### src/rtl/sys_clk_pkg.sv
// sys_clk_pkg: shared constants and helpers for the PLL stand-in clock tree.
package sys_clk_pkg;

    localparam int CNT_W           = 8;
    localparam int LOCK_W          = 16;
    localparam int DIV0_DEF        = 25;
    localparam int DIV1_DEF        = 5;
    localparam int DIV2_DEF        = 6;
    localparam int DIV3_DEF        = 6;
    localparam int PHASE3_DEF      = 3;
    localparam int DIV4_DEF        = 6;
    localparam int LOCK_CYCLES_DEF = 1024;
    localparam int OSC_DIV_DEF     = 8;

    // Odd ratios stay high one extra cycle.
    function automatic int high_cycles(input int div);
        return (div + 1) / 2;
    endfunction

endpackage

### src/rtl/clk_div_chan.sv
// clk_div_chan: registered integer clock divider with clear (en_i) and freeze (run_i).
module clk_div_chan
    import sys_clk_pkg::*;
#(
    parameter int DIV     = 2,
    parameter int PRELOAD = 0
) (
    input  logic clk_i,
    input  logic rst_ni,
    input  logic en_i,
    input  logic run_i,
    output logic clk_o
);

    localparam logic [CNT_W-1:0] LAST = CNT_W'(DIV - 1);
    localparam logic [CNT_W-1:0] HIGH = CNT_W'(high_cycles(DIV));
    localparam logic [CNT_W-1:0] PRE  = CNT_W'(PRELOAD);

    logic [CNT_W-1:0] cnt_q, cnt_d;
    logic             act_q;
    logic             out_q, out_d;

    // The first enabled cycle shows PRELOAD so all channels start phase-aligned.
    always_comb begin
        cnt_d = !en_i ? '0 : !act_q ? PRE : !run_i ? cnt_q : (cnt_q == LAST) ? '0 : cnt_q + 1'b1;
        out_d = en_i && run_i && (cnt_d < HIGH);
    end

    always_ff @(posedge clk_i or negedge rst_ni) begin
        if (!rst_ni) begin
            cnt_q <= '0;
            act_q <= 1'b0;
            out_q <= 1'b0;
        end else begin
            cnt_q <= cnt_d;
            act_q <= en_i;
            out_q <= out_d;
        end
    end

    assign clk_o = out_q;

endmodule

### config.mk
export PLATFORM = sky130hd
export DESIGN_NAME = clk_div_chan
export DESIGN_NICKNAME = d
export VERILOG_FILES = /design/src/rtl/sys_clk_pkg.sv /design/src/rtl/clk_div_chan.sv
export SDC_FILE = /design/constraint.sdc
export NUM_CORES = 1
export LEC_CHECK = 0
export CAP_MARGIN = 20
export CORE_AREA = 2 2 39 41
export CTS_CLUSTER_SIZE = 25
export DETAILED_ROUTE_END_ITERATION = 7
export DIE_AREA = 0 0 41 43
export PLACE_DENSITY = 0.65
export SYNTH_ARGS = -nofsm -noshare
export SYNTH_HDL_FRONTEND = slang
export SYNTH_SLANG_ARGS = --single-unit
### constraint.sdc
create_clock -name clk_i -period 3.51 [get_ports clk_i]
set_clock_uncertainty 0.15 [all_clocks]
set_input_delay 0.8775 -clock clk_i [delete_from_list [all_inputs] [get_ports clk_i]]
set_output_delay 0.8775 -clock clk_i [all_outputs]
set_load 0.01 [all_outputs]
Yosys cells after proc, flatten, opt, wreduce, memory -nomap -nowiden
Cells that the tools add are included.
{"block": "totals", "inputBits": 4, "register_bits": 10, "output_inout_bits": 1, "wordCells": 12}
{"block": "classes", "magnitude_cmp": 1, "n_addsub": 1, "mux": 4, "reduce_logical": 2, "n_eq_ne": 1}
{"operator": "2-to-1 mux 8 bit", "count": 4}
{"operator": "adder 8 x 1 -> 8 bit (second input constant)", "count": 1}
{"operator": "equality test 8 x 1 -> 1 bit (second input constant)", "count": 1}
{"operator": "< comparator 8 x 1 -> 1 bit (second input constant)", "count": 1}
{"operator": "logical AND 1 bit", "count": 2}

Logic depth before layout (Yosys ltp)
{"block": "logic_depth", "word_depth": 7, "mapped_depth": 7, "ltp_nobuf": 6}

Worst setup path after synthesis
OpenSTA, ideal clock, no wires.
{"block": "synth_timing", "path_kind": "input -> register", "from": "input run_i", "to": "register out_q (netlist: clk_o)", "t_required_ps": 3234, "setup_ps": 126, "arrival_ps": 1704, "cell_stages": 5, "path_slack_ps": 1531, "n_path_buf": 1, "path_cell_list": "and3_1 > buf_6 > xnor2_1 > and3_1 > o311a_1"}
{"block": "synth_between", "elab_chain_cells": 5, "word_cells_on_any_way": 6, "cone_classes": "order compare (1); mux (3); reduce/logical (2)"}
{"item": "start: declaration", "line_no": "clk_div_chan.sv:11", "source": "input logic run_i,"}
{"item": "2-to-1 mux 8 bit (3 in series)", "line_no": "clk_div_chan.sv:25", "source": "cnt_d = !en_i ? '0 : !act_q ? PRE : !run_i ? cnt_q : (cnt_q == LAST) ? '0 : cnt_q + 1'b1;"}
{"item": "< comparator 8 x 1 -> 1 bit", "line_no": "clk_div_chan.sv:26", "source": "out_d = en_i && run_i && (cnt_d < HIGH);"}
{"item": "logical AND 1 bit (*)", "line_no": "clk_div_chan.sv:26"}
{"item": "net out_d", "line_no": "clk_div_chan.sv:21", "source": "logic out_q, out_d;"}
{"item": "end signal: assignment", "line_no": "clk_div_chan.sv:37", "source": "out_q <= out_d;"}
{"item": "end: declaration", "line_no": "clk_div_chan.sv:21"}
The timed path passes the listed nets; every way through them passes the cells marked *.

Worst setup path in the final report
Same ends and word-level chain as after synthesis.

==> flow_summary.ini <==
[power_and_ir_drop]
vdd_drop_max_mv = 0.198
power_leakage_nw = 0.269
p_per_area_mw_per_mm2 = 337

[synthesis]
ys_async_sr_fraction_pct = 100
synth-edff-count = 0
ys_types = 24
syn_inst = 59
synthFlopType = dfrtp_1
synth_seq_cells = 10
ys_warn_count = 0
synth_nets = 65
seq_area_frac_synth_pct = 40.7
synth_area_per_cell_um2 = 10.4
synth_area_um2 = 616

[timing]
setup_violations = 0
finalCriticalPeriod_ps = 2510
fmax_mhz = 399
tightest_slew_ps = 470
relSlewSlack_pct = 68.6
hold_viol = 0
final_max_slew_viol_count = 0
rsz0062_at_grt = no
hold_slack_ps = 455
fin_crit_sh_pct = 71.4
setup_tns_ps = 0

[job]
cap_violations = 0

[worst_setup_path]
r2r_setup_slack_ps = 1790
endpoint_kind = register
reg2regPathDepth = 5
critPathRequiredTime_ps = 3510
worstPathArrival_ps = 2500
rr_startpoint = cnt_q[1]
critPathKind = in2reg
start_kind = primary input
crit_end = clk_o
worstPathMaxFanout = 13
r2r_end = clk_o
critPathLaunch = run_i

[route]
num_vias = 439
firstDrtPassIters = 4
drc_errors = 0
ant_nets = 0
dr.first_iter.drc_count = 10
top_layer_used = met3
wl_met1_um = 556
wl_met2_um = 531
totalWireLength_um = 1140
avgRoutedWirePerCell_um = 14.6
viasPerCell = 5.63
wl_met3_um = 52

[grt]
antenna_found_initial = 0
grtUsageTotal_pct = 15.6
overflow = 0
grt_pass1_wl_um = 1890
grt_max_degree = 14
grt_pass1_vias = 425

[die]
die_area_mm2 = 0.00176
initial_utilization_pct = 44.5
core_mm2 = 0.00138
rows = 14
fp.dieW_um = 41
dieHeight_um = 43
ioPinCount = 5

[clocking]
clock_latency_ps = 260
cts_resized = 0
cts_htree_levels = 1
clock-root-buffer = clkbuf_4
cts_buffers = 3
cts_hold_buf = 0
cts_sinks = 10
cts_tree = yes
clk_transition_reported_paths_ps = 70
cts_buffer_depth = 2
post-cts-setup-buffers = 0

[worst_hold_path]
hp-class = reg2reg

[place]
port_buffers = 4
dpl.hpwl_um = 810
place_congestion = 0.707

[layout]
nets = 70
area_growth_pct = 6.10
antennaDiodeCount = 0
n_fill_cell = 131
drive_gt1_share_pct = 11.3

[run_status]
outcome = complete, no violations
==> how the worst min path moves through the flow <==
stage | from | depth (start not counted) | to | slack (ps)
finish | act_q | 2 | cnt_q[5] | 450
global route | cnt_q[4] | 2 | cnt_q[4] | 480
CTS | cnt_q[4] | 2 | cnt_q[4] | 460
detailed placement | cnt_q[4] | 2 | cnt_q[4] | 440
global placement | cnt_q[4] | 2 | cnt_q[4] | 430
floorplan | act_q | 2 | cnt_q[5] | 380
==> layout make-up <==
type,count,area (µm²),area share (%)
multi-input combinational,44,317,48.5
sequential,10,250,38.3
timing repair buffer,4,40.0,6.13
clock buffer,3,22.5,3.45
tap,16,20.0,3.07
inverter,1,3.75,0.575
==> report_power, final <==
group / switching [mW] / leakage [nW] / internal [mW] / total (mW)
Sequential: 0.00242 / 0.136 / 0.117 / 0.120
Clock: 0.0390 / 0.0138 / 0.0396 / 0.0786
Combinational: 0.0115 / 0.120 / 0.0101 / 0.0216
==> routing by layer <==
layer  track usage, %  vias up
met5                0        -
met4             6.00        0
met3             3.14        0
met2             22.5       12
met1             22.3      210
li1                 -      217
==> through the flow <==
step | power, mW | area [µm²] | cells | util (%) | worst slack, ps
6_report | 0.220 | 653 | 78 | 47.2 | 1000
5_1_grt | 0.232 | 653 | 78 | 47.2 | 926
4_1_cts | 0.223 | 653 | 78 | 47.2 | 1020
3_5_place_dp | 0.143 | 631 | 75 | 45.6 | 757
3_3_place_gp | 0.143 | 631 | 75 | 45.6 | 775
2_1_floorplan | 0.136 | 616 | 59 | - | 1530
==> placed cells by master, fill, tap and decap left out <==
cell,n
ha_1,2
dfrtp_1,10
nand2_1,4
a21o_2,1
a41o_1,1
nor3_1,1
inv_1,1
or3_1,1
and3_4,1
nor4b_1,2
nand4b_1,1
a211oi_1,1
o311a_1,1
and3_1,2
nand3_1,2
o2111a_1,1
nor2_1,8
clkdlybuf4s50_1,4
nand4_1,3
xor2_1,5
and4_4,1
xnor2_1,4
clkbuf_4,3
nand4bb_1,1
and2_2,1
==> registers in the layout, summed over array words and instances, names as in the netlist <==
register	flops
clk_o	1
act_q	1
cnt_q	8
==> synthesized netlist by cell type, types with 2 or more instances <==
cell type  count  area (µm²)
and3_1         2        12.5
buf_6          4        45.0
dfrtp_1       10         250
ha_1           2        25.0
nand2_1        4        15.0
nand3_1        2        10.0
nand4_1        3        18.8
nor2_1         8        30.0
nor4b_1        2        17.5
xnor2_1        4        35.0
xor2_1         5        43.8
==> logic make-up (layout without fill, tap and decap cells) <==
group	Yosys count	after routing	share of synthesized area [%]
XOR/XNOR	9	9	12.8
buffers and inverters	5	8	7.93
AO/OA/AOI/OAI	5	5	7.72
AND/OR/NAND/NOR	28	28	26.8
adder cells (fa/ha/maj)	2	2	4.06
flip-flops	10	10	40.7
==> worst max-delay path, stage by stage <==
cell	delay [ps]
clkdlybuf4s50_1	730
and3_1	320
xnor2_1	80
and3_1	170
o311a_1	320
No activity file was read; power rests on OpenSTA's default activity.
